`src/rtl/cpu8_mem_pkg.sv`:
```
// Shared definitions for the 8-bit CPU memory blocks: bus widths,
// RW window placement, clear-sequencer states and an index-width helper.
package cpu8_mem_pkg;

    localparam int unsigned DATA_W_DEF = 8;
    localparam int unsigned ADDR_W_DEF = 8;

    localparam int unsigned RW_BASE  = 128;
    localparam int unsigned RW_DEPTH = 96;

    typedef enum logic {
        CLEAR = 1'b0,
        READY = 1'b1
    } state_e;

    // Bits needed to index depth words; never below 1 so DEPTH=1 still gets a port.
    function automatic int unsigned idx_w(input int unsigned depth);
        int unsigned w;
        w = 0;
        while ((32'd1 << w) < depth) w++;
        return (w == 0) ? 1 : w;
    endfunction

endpackage

```
`src/rtl/rw_window_ram_sync_if.sv`:
```
// CPU data-bus view of one windowed RAM instance.
interface rw_window_ram_sync_if
    import cpu8_mem_pkg::*;
#(
    parameter int unsigned DATA_W = DATA_W_DEF,
    parameter int unsigned ADDR_W = ADDR_W_DEF
);
    logic              write;
    logic              read;
    logic [ADDR_W-1:0] address;
    logic [DATA_W-1:0] data_in;
    logic [DATA_W-1:0] data_out;
    logic              rd_valid;
    logic              hit;
    logic              miss;
    logic              busy;

    modport master (
        output write, read, address, data_in,
        input  data_out, rd_valid, hit, miss, busy
    );

    modport slave (
        input  write, read, address, data_in,
        output data_out, rd_valid, hit, miss, busy
    );
endinterface

```
`src/rtl/rw_window_ram_sync_ram_sp_core.sv`:
```
// Single-port DEPTH x DATA_W storage: one write port, registered read,
// write-first when read and write coincide. No reset on the array.
module ram_sp_core #(
    parameter int unsigned DATA_W = 8,
    parameter int unsigned DEPTH  = 96,
    parameter int unsigned IDX_W  = 7
) (
    input  logic              clk,
    input  logic              we_i,
    input  logic              re_i,
    input  logic [IDX_W-1:0]  addr_i,
    input  logic [DATA_W-1:0] wdata_i,
    output logic [DATA_W-1:0] rdata_o
);
    logic [DATA_W-1:0] mem_q [DEPTH];
    logic [DATA_W-1:0] rdata_q;

    // Array write and read-register update; read data holds while re_i is low.
    always_ff @(posedge clk) begin
        if (we_i) mem_q[addr_i] <= wdata_i;
        if (re_i) rdata_q <= we_i ? wdata_i : mem_q[addr_i];
    end

    assign rdata_o = rdata_q;
endmodule

```
`src/rtl/rw_window_ram_sync.sv`:
```
// Address-windowed synchronous RAM on the CPU data bus. Answers only
// [BASE, BASE+DEPTH); optionally zeroes itself after reset before serving.
module rw_window_ram_sync
    import cpu8_mem_pkg::*;
#(
    parameter int unsigned DATA_W         = DATA_W_DEF,
    parameter int unsigned ADDR_W         = ADDR_W_DEF,
    parameter int unsigned BASE           = RW_BASE,
    parameter int unsigned DEPTH          = RW_DEPTH,
    parameter bit          CLEAR_ON_RESET = 1'b1
) (
    input logic                  clk,
    input logic                  reset,
    rw_window_ram_sync_if.slave  bus
);
    localparam int unsigned      IDX_W       = idx_w(DEPTH);
    localparam logic [ADDR_W:0]  WIN_LO      = (ADDR_W + 1)'(BASE);
    localparam logic [ADDR_W:0]  WIN_HI      = (ADDR_W + 1)'(BASE + DEPTH);
    localparam logic [IDX_W-1:0] LAST_IDX    = IDX_W'(DEPTH - 1);
    localparam state_e           RESET_STATE = CLEAR_ON_RESET ? CLEAR : READY;

    state_e             state_q, state_d;
    logic [IDX_W-1:0]   clear_ptr_q, clear_ptr_d;
    logic               rd_valid_q, rd_valid_d;
    logic               miss_q, miss_d;
    logic               rd_seen_q, rd_seen_d;

    logic               hit;
    logic [IDX_W-1:0]   idx;
    logic               core_we, core_re;
    logic [IDX_W-1:0]   core_addr;
    logic [DATA_W-1:0]  core_wdata, core_rdata;

    // Window decode one bit wider than the bus so BASE+DEPTH = 2**ADDR_W fits.
    always_comb begin
        hit = ({1'b0, bus.address} >= WIN_LO) && ({1'b0, bus.address} < WIN_HI);
        idx = IDX_W'(bus.address - ADDR_W'(BASE));
    end

    // Next-state, array control and flag updates for the clear/serve FSM.
    always_comb begin
        state_d     = state_q;
        clear_ptr_d = clear_ptr_q;
        rd_valid_d  = 1'b0;
        miss_d      = 1'b0;
        rd_seen_d   = rd_seen_q;
        core_we     = 1'b0;
        core_re     = 1'b0;
        core_addr   = idx;
        core_wdata  = bus.data_in;
        unique case (state_q)
            CLEAR: begin
                core_we     = 1'b1;
                core_addr   = clear_ptr_q;
                core_wdata  = '0;
                clear_ptr_d = clear_ptr_q + 1'b1;
                if (clear_ptr_q == LAST_IDX) state_d = READY;
            end
            READY: begin
                if (bus.read || bus.write) begin
                    if (hit) begin
                        core_we    = bus.write;
                        core_re    = bus.read;
                        rd_valid_d = bus.read;
                        if (bus.read) rd_seen_d = 1'b1;
                    end else begin
                        miss_d = 1'b1;
                    end
                end
            end
        endcase
    end

    // State and flag registers; asynchronous reset restarts any clear from index 0.
    always_ff @(posedge clk or posedge reset) begin
        if (reset) begin
            state_q     <= RESET_STATE;
            clear_ptr_q <= '0;
            rd_valid_q  <= 1'b0;
            miss_q      <= 1'b0;
            rd_seen_q   <= 1'b0;
        end else begin
            state_q     <= state_d;
            clear_ptr_q <= clear_ptr_d;
            rd_valid_q  <= rd_valid_d;
            miss_q      <= miss_d;
            rd_seen_q   <= rd_seen_d;
        end
    end

    ram_sp_core #(
        .DATA_W (DATA_W),
        .DEPTH  (DEPTH),
        .IDX_W  (IDX_W)
    ) u_core (
        .clk     (clk),
        .we_i    (core_we),
        .re_i    (core_re),
        .addr_i  (core_addr),
        .wdata_i (core_wdata),
        .rdata_o (core_rdata)
    );

    // The array read register has no reset, so data_out reads as zero until
    // the first accepted read after reset; afterwards the register holds the value.
    assign bus.data_out = rd_seen_q ? core_rdata : '0;
    assign bus.rd_valid = rd_valid_q;
    assign bus.miss     = miss_q;
    assign bus.hit      = hit;
    assign bus.busy     = (state_q == CLEAR);
endmodule

```
`src/flat_wrapper.sv`:
```
// flat-port wrapper written by rule: the top's interface ports become plain ports
module rw_window_ram_sync_flat import cpu8_mem_pkg::*;
#(
    parameter int unsigned DATA_W         = DATA_W_DEF,
    parameter int unsigned ADDR_W         = ADDR_W_DEF,
    parameter int unsigned BASE           = RW_BASE,
    parameter int unsigned DEPTH          = RW_DEPTH,
    parameter bit          CLEAR_ON_RESET = 1'b1
)
  (clk, reset, bus_write, bus_read, bus_address, bus_data_in, bus_data_out, bus_rd_valid, bus_hit, bus_miss, bus_busy);
  rw_window_ram_sync_if #(.DATA_W(DATA_W), .ADDR_W(ADDR_W)) bus_i ();
  input logic clk;
  input logic reset;
  input wire logic [$bits(bus_i.write)-1:0] bus_write;
  input wire logic [$bits(bus_i.read)-1:0] bus_read;
  input wire logic [$bits(bus_i.address)-1:0] bus_address;
  input wire logic [$bits(bus_i.data_in)-1:0] bus_data_in;
  output wire logic [$bits(bus_i.data_out)-1:0] bus_data_out;
  output wire logic [$bits(bus_i.rd_valid)-1:0] bus_rd_valid;
  output wire logic [$bits(bus_i.hit)-1:0] bus_hit;
  output wire logic [$bits(bus_i.miss)-1:0] bus_miss;
  output wire logic [$bits(bus_i.busy)-1:0] bus_busy;
  assign bus_i.write = bus_write;
  assign bus_i.read = bus_read;
  assign bus_i.address = bus_address;
  assign bus_i.data_in = bus_data_in;
  assign bus_data_out = bus_i.data_out;
  assign bus_rd_valid = bus_i.rd_valid;
  assign bus_hit = bus_i.hit;
  assign bus_miss = bus_i.miss;
  assign bus_busy = bus_i.busy;
  rw_window_ram_sync #(.DATA_W(DATA_W), .ADDR_W(ADDR_W), .BASE(BASE), .DEPTH(DEPTH), .CLEAR_ON_RESET(CLEAR_ON_RESET)) u_core (.clk(clk), .reset(reset), .bus(bus_i));
endmodule
```
`config.mk`:
```
export PLATFORM = sky130hd
export DESIGN_NAME = rw_window_ram_sync_flat
export DESIGN_NICKNAME = d
export VERILOG_FILES = /design/src/rtl/cpu8_mem_pkg.sv /design/src/rtl/rw_window_ram_sync_if.sv /design/src/rtl/rw_window_ram_sync_ram_sp_core.sv /design/src/rtl/rw_window_ram_sync.sv /design/src/flat_wrapper.sv
export SDC_FILE = /design/constraint.sdc
export NUM_CORES = 1
export LEC_CHECK = 0
export CAP_MARGIN = 20
export CORE_MARGIN = 1
export CORE_UTILIZATION = 56
export DETAILED_ROUTE_END_ITERATION = 8
export DONT_BUFFER_PORTS = 1
export GPL_TIMING_DRIVEN = 0
export PLACE_DENSITY = 0.71
export SYNTH_ARGS = -nofsm -noshare
export SYNTH_HDL_FRONTEND = slang
export SYNTH_SLANG_ARGS = --single-unit
```
`constraint.sdc`:
```
create_clock -name clk -period 8.3 [get_ports clk]
set_input_delay 2.075 -clock clk [delete_from_list [all_inputs] [get_ports clk]]
set_output_delay 2.075 -clock clk [all_outputs]
set_load 0.01 [all_outputs]
```
Word-level counts from Yosys, hierarchy flattened --
Memories as Yosys holds them, arrays and structs flattened. A register that Yosys moved wholly into a read port is not among the register bits. Index checks and enable logic that the tools add are counted.
Word-level totals: flip-flop bits (word level) 11, RAM bits 768, output and inout bits 12, word-level logic and storage cells 31, memories 1
Operators by class: add/subtract/negate cells 2, magnitude comparators 2, eq/ne operators 1, multiplexer cells 16, bitwise operators 1, reductions and logical operators 3
Memories:
- u_core.u_core.mem_q | words 96, bits a word 8, read ports 1, clocked after memory_dff 1, wr ports 1, RTL line rw_window_ram_sync_ram_sp_core.sv:15 | logic [DATA_W-1:0] mem_q [DEPTH];
Operator list (count):
- $mux 8 | 2
- $mux 1 | 12
- $ge 8x8->1 const B | 1
- $lt 8x8->1 const B | 1
- $add 7x1->7 const B | 1
- $eq 7x7->1 const B | 1
- $mux 7 | 1
- $sub 7x1->7 const B | 1
- $reduce_and 4->1 | 1
- $pmux 1 s2 | 1
- $logic_and 1x1->1 | 1
- $logic_or 1x1->1 | 1
- $not 1->1 | 1

Logic depth before layout (Yosys ltp) --
word-level depth 7, mapped depth 11, mapped depth without buffers 7

Hierarchy --
Synthesis repeated with hierarchy kept, for this count alone.
Second synthesis, totals: cells, all modules 1803, area, all modules 31408.9 um^2
By module, submodules not included:
- ram_sp_core | instances 1, cells each 1741, area each 30748.2 um^2, sequential area each 23302.3 um^2
- rw_window_ram_sync | instances 1, cells each 62, area each 660.6 um^2, sequential area each 275.3 um^2

Worst setup path before layout --
No wires, ideal clock.
kind input to output, from input bus_address[7], to output bus_hit, arrival time 2.511 ns, required time 6.225 ns, path slack 3.714 ns, cell stages on the path 1, buffers on the path 0, cell sequence a21boi_0
On the way: word-level cells in the longest chain between the ends 2
Ends and longest elaborated chain:
- start, declared | RTL line flat_wrapper.sv:16 | input wire logic [$bits(bus_i.address)-1:0] bus_address;
- $ge 8x8->1 or $lt 8x8->1 (tied branches) | RTL line rw_window_ram_sync.sv:36 | hit = ({1'b0, bus.address} >= WIN_LO) && ({1'b0, bus.address} < WIN_HI);
- $logic_and 1x1->1 * | RTL line rw_window_ram_sync.sv:36
- end, declared | RTL line flat_wrapper.sv:20 | output wire logic [$bits(bus_i.hit)-1:0] bus_hit;
Mark *: on every way between the ends. The rest lies on a longest branch, timed or not.

Worst setup path after layout --
from input bus_address[1], to memory u_core.u_core.mem_q[18][1], enable pin
On the way: word-level cells in the longest chain between the ends 7
Ends and longest elaborated chain:
- $ge 8x8->1 or $lt 8x8->1 (tied branches) | RTL line rw_window_ram_sync.sv:36
- $logic_and 1x1->1 | RTL line rw_window_ram_sync.sv:36
- $mux 1 | RTL line rw_window_ram_sync.sv:61 | if (hit) begin
- $mux 1 | RTL line rw_window_ram_sync.sv:60 | if (bus.read || bus.write) begin
- $pmux 1 s2 | RTL line rw_window_ram_sync.sv:51 | unique case (state_q)
- $mux 1 | RTL line rw_window_ram_sync_ram_sp_core.sv:20 | if (we_i) mem_q[addr_i] <= wdata_i;
- $mux 1 (implied by the code) | RTL line rw_window_ram_sync_ram_sp_core.sv:20
- end, declared | RTL line rw_window_ram_sync_ram_sp_core.sv:15
Several ways; a longest one is shown, not always the timed one.

==> results.yml <==
outcome:
  status: "complete, no violations"
cells_and_area:
  final_nets: 1901
  syn_to_final_growth_pct: 11.6
  final.fill_count: 3733
  layout-drive-gt1-share_pct: 9.97
  antennaDiodeCount: 0
sta:
  relSlewSlack_pct: 12.6
  rsz0062_at_grt: "false"
  period_share_pct: 67.9
  fin_crit_ns: 5.64
  worst_slew_pin_slew_ns: 1.30
  setup_viol: 0
  fmax_mhz: 177
  fin_tns_setup_ns: 0
  maxSlewViolCount: 0
  finClkSkew_ns: 0.0296
  hold_viol: 0
  final.setup.worst_slack_ns: 2.66
floorplan:
  top_level_ports: 32
  die_y_um: 235
  die_area_mm2: 0.0555
  fp.dieW_um: 235
  initial_core_util_pct: 56.7
  rows: 85
  core_mm2: 0.0538
global_routing:
  grt_pass1_vias: 17200
  grtUsageTotal_pct: 29.3
  grt_overflow_total: 0
  grt_max_degree: 97
  grt_first_pass_wirelength_um: 116000
  grt_antenna_before_repair: 4
clock_network:
  cts_tree: "built"
  numCtsBuffers: 77
  clk_pin_slew_ns: 0.06
  root_buffer: "clkbuf_16"
  cts.htree.levels: 3
  clk_latency_ns: 0.64
  clkSinkCount: 787
  cts.repair.resized: 0
  post_cts_buffers: 0
  cts_hold_buf: 0
  clockBufferDepth: 3
route:
  routed_wl_um: 80500
  ant_nets: 0
  dr.pass1.iters: 6
  drc: 0
  drtIter0Drc: 2565
  vias: 17600
  wl_per_cell_um: 30.5
  routed_via_density: 6.68
synth:
  synth_nets: 1808
  yosys.area.top_type: "edfxtp_1"
  synth-seq-cells: 787
  synth.avg_cell_area_um2: 17.1
  ys.flop_type: "edfxtp_1"
  synth_edf_count: 776
  synth_area_leaders: "edfxtp_1 (76%), mux2i_1 (8.5%), o22ai_1 (2.6%), a22oi_1 (2.1%), o21ai_0 (1.6%)"
  syn_inst: 1787
  ys_seq_area_share_pct: 77.2
  synth_cell_types: 52
  syn_area_mm2: 0.0305
  synth_top_area_share_pct: 76.3
  synthArstFlopShare_pct: 1.40
  ys_warn_count: 0
setup_path:
  cp_max_fo: 10
  cp-end-kind: "flip-flop"
  crit_path_start_kind: "input pin"
  critical_path_required_ns: 8.55
  critical_path_class: "input pin to flip-flop"
  worstPathArrival_ns: 5.89
placement:
  place_hpwl_um: 52000
  gp_congestion: 0.952
  io_buffer_count: 0
  dp_slack_ns: 2.15
power:
  cellLeakagePower_nw: 8.94
  ir_drop_uv: 193
  powerDensity_mw_per_mm2: 226
run:
  maxCapViolCount: 0
min_path:
  worstHoldPathType: "flip-flop to flip-flop"
[metrics by stage]
| stage | hold slack, ns | power [mW] | cells | instance area, um^2 | utilization, % |
|---|---|---|---|---|---|
| global placement | 0.484 | 4.39 | 2483 | 31400 | 58.4 |
| CTS | 0.511 | 7.70 | 2637 | 34000 | 63.3 |
| detailed placement | 0.502 | 4.39 | 2493 | 31600 | 58.7 |
| global route | 0.532 | 7.85 | 2641 | 34100 | 63.3 |
| floorplan | 0.466 | 4.39 | 1787 | 30500 | - |
| finish | 0.511 | 7.69 | 2641 | 34100 | 63.3 |
[area by class of cell]
| type | instances | area (um^2) | area share (%) |
|---|---|---|---|
| Buffer | 109 | 498 | 1.46 |
| Clock inverter | 41 | 329 | 0.966 |
| Inverter | 7 | 26.3 | 0.0771 |
| Clock buffer | 103 | 2100 | 6.16 |
| Tap cell | 696 | 871 | 2.56 |
| Sequential cell | 787 | 23600 | 69.2 |
| Multi-Input combinational cell | 884 | 6450 | 18.9 |
| Timing Repair Buffer | 14 | 219 | 0.643 |
[placed cells by master, fill, tap and decap left out, types with 5 or more instances in the layout]
master and n:
a21oi_1 8, a221oi_1 12, a22o_1 24, a22oi_1 86, a31oi_1 20, a41o_1 5
a41oi_1 12, and2_1 9, and2_4 8, buf_16 5, buf_2 47, clkbuf_1 77
clkbuf_16 80, clkinv_1 14, clkinv_2 13, dfrtp_1 11, edfxtp_1 776, inv_1 7
inv_6 5, mux2i_1 258, nand2_1 28, nand3_1 5, nand4_1 19, nor2_1 98
nor3_1 5, o21ai_0 99, o22ai_1 128, o31ai_1 8, xnor2_1 5
[final timing paths]
kind | start | to | slack, ns | cells past startpoint
min in group asynchronous | reset | u_core.rd_seen_q$_DFFE_PP0P_ | 1.53 | 1
setup / recovery | bus_address[1] | u_core.u_core.mem_q[18][1]$_DFFE_PP_ | 2.66 | 9
setup reg to reg | u_core.state_q$_DFF_PP0_ | u_core.u_core.mem_q[16][6]$_DFFE_PP_ | 3.68 | 8
hold / removal | u_core.clear_ptr_q[5]$_DFFE_PP0N_ | u_core.clear_ptr_q[5]$_DFFE_PP0N_ | 0.51 | 1
hold reg to reg | u_core.clear_ptr_q[5]$_DFFE_PP0N_ | u_core.clear_ptr_q[5]$_DFFE_PP0N_ | 0.51 | 1
max in group asynchronous | reset | u_core.clear_ptr_q[1]$_DFFE_PP0N_ | 6.22 | 1
[flip-flops by register name, summed over array words and instances (netlist names)]
name / cells
u_core.bus.miss: 1
u_core.u_core.rdata_o: 8
u_core.bus.rd_valid: 1
u_core.u_core.mem_q: 768
u_core.rd_seen_q: 1
u_core.clear_ptr_q: 7
u_core.state_q: 1
[critical path: stages]
cell      delay (ns)
buf_2           0.22
nor4bb_1        0.80
buf_2           0.28
or2_2           0.14
buf_2           0.28
buf_2           0.49
nand2_1         0.14
clkbuf_1        0.56
nor2_1          0.88
[cell usage after synthesis (all sizes together), types with 3 or more instances]
cell / instances
nor3: 5
nand2: 28
a41oi: 12
nand4: 19
nand3: 5
a22o: 24
and2: 17
dfrtp: 11
inv: 7
mux2i: 258
xnor2: 5
a41o: 5
o31ai: 8
a22oi: 87
a21oi: 8
o32ai: 3
o22ai: 128
a31oi: 23
buf: 54
a221oi: 12
or2: 6
clkbuf: 55
nor2: 98
nor2b: 4
o21ai: 101
edfxtp: 776
[where the power goes]
part	leakage (nW)	internal (mW)	total (mW)	switching, mW
combinational	2.15	0.00137	0.00724	0.00586
sequential	5.61	4.30	4.30	0
clock	1.18	1.91	3.38	1.47
[kinds of logic after synthesis]
family,Yosys count,synth area share (%)
DFF,787,77.2
and+or+nand+nor,201,3.23
muxes,260,8.53
AOI/OAI and AO/OA,416,9.08
buffers and inverters,116,1.72
adders and majority gates,1,0.0410
xor gates and xnor gates,6,0.172
[metal layers]
metal	routed length [um]	track usage (%)	vias up
li1	-	-	7432
met1	30000	39.0	8750
met2	36800	44.9	1229
met3	10200	9.43	223
met4	3510	12.1	8
met5	49	0	-
Note: power is estimated with default switching activity, not from simulation.
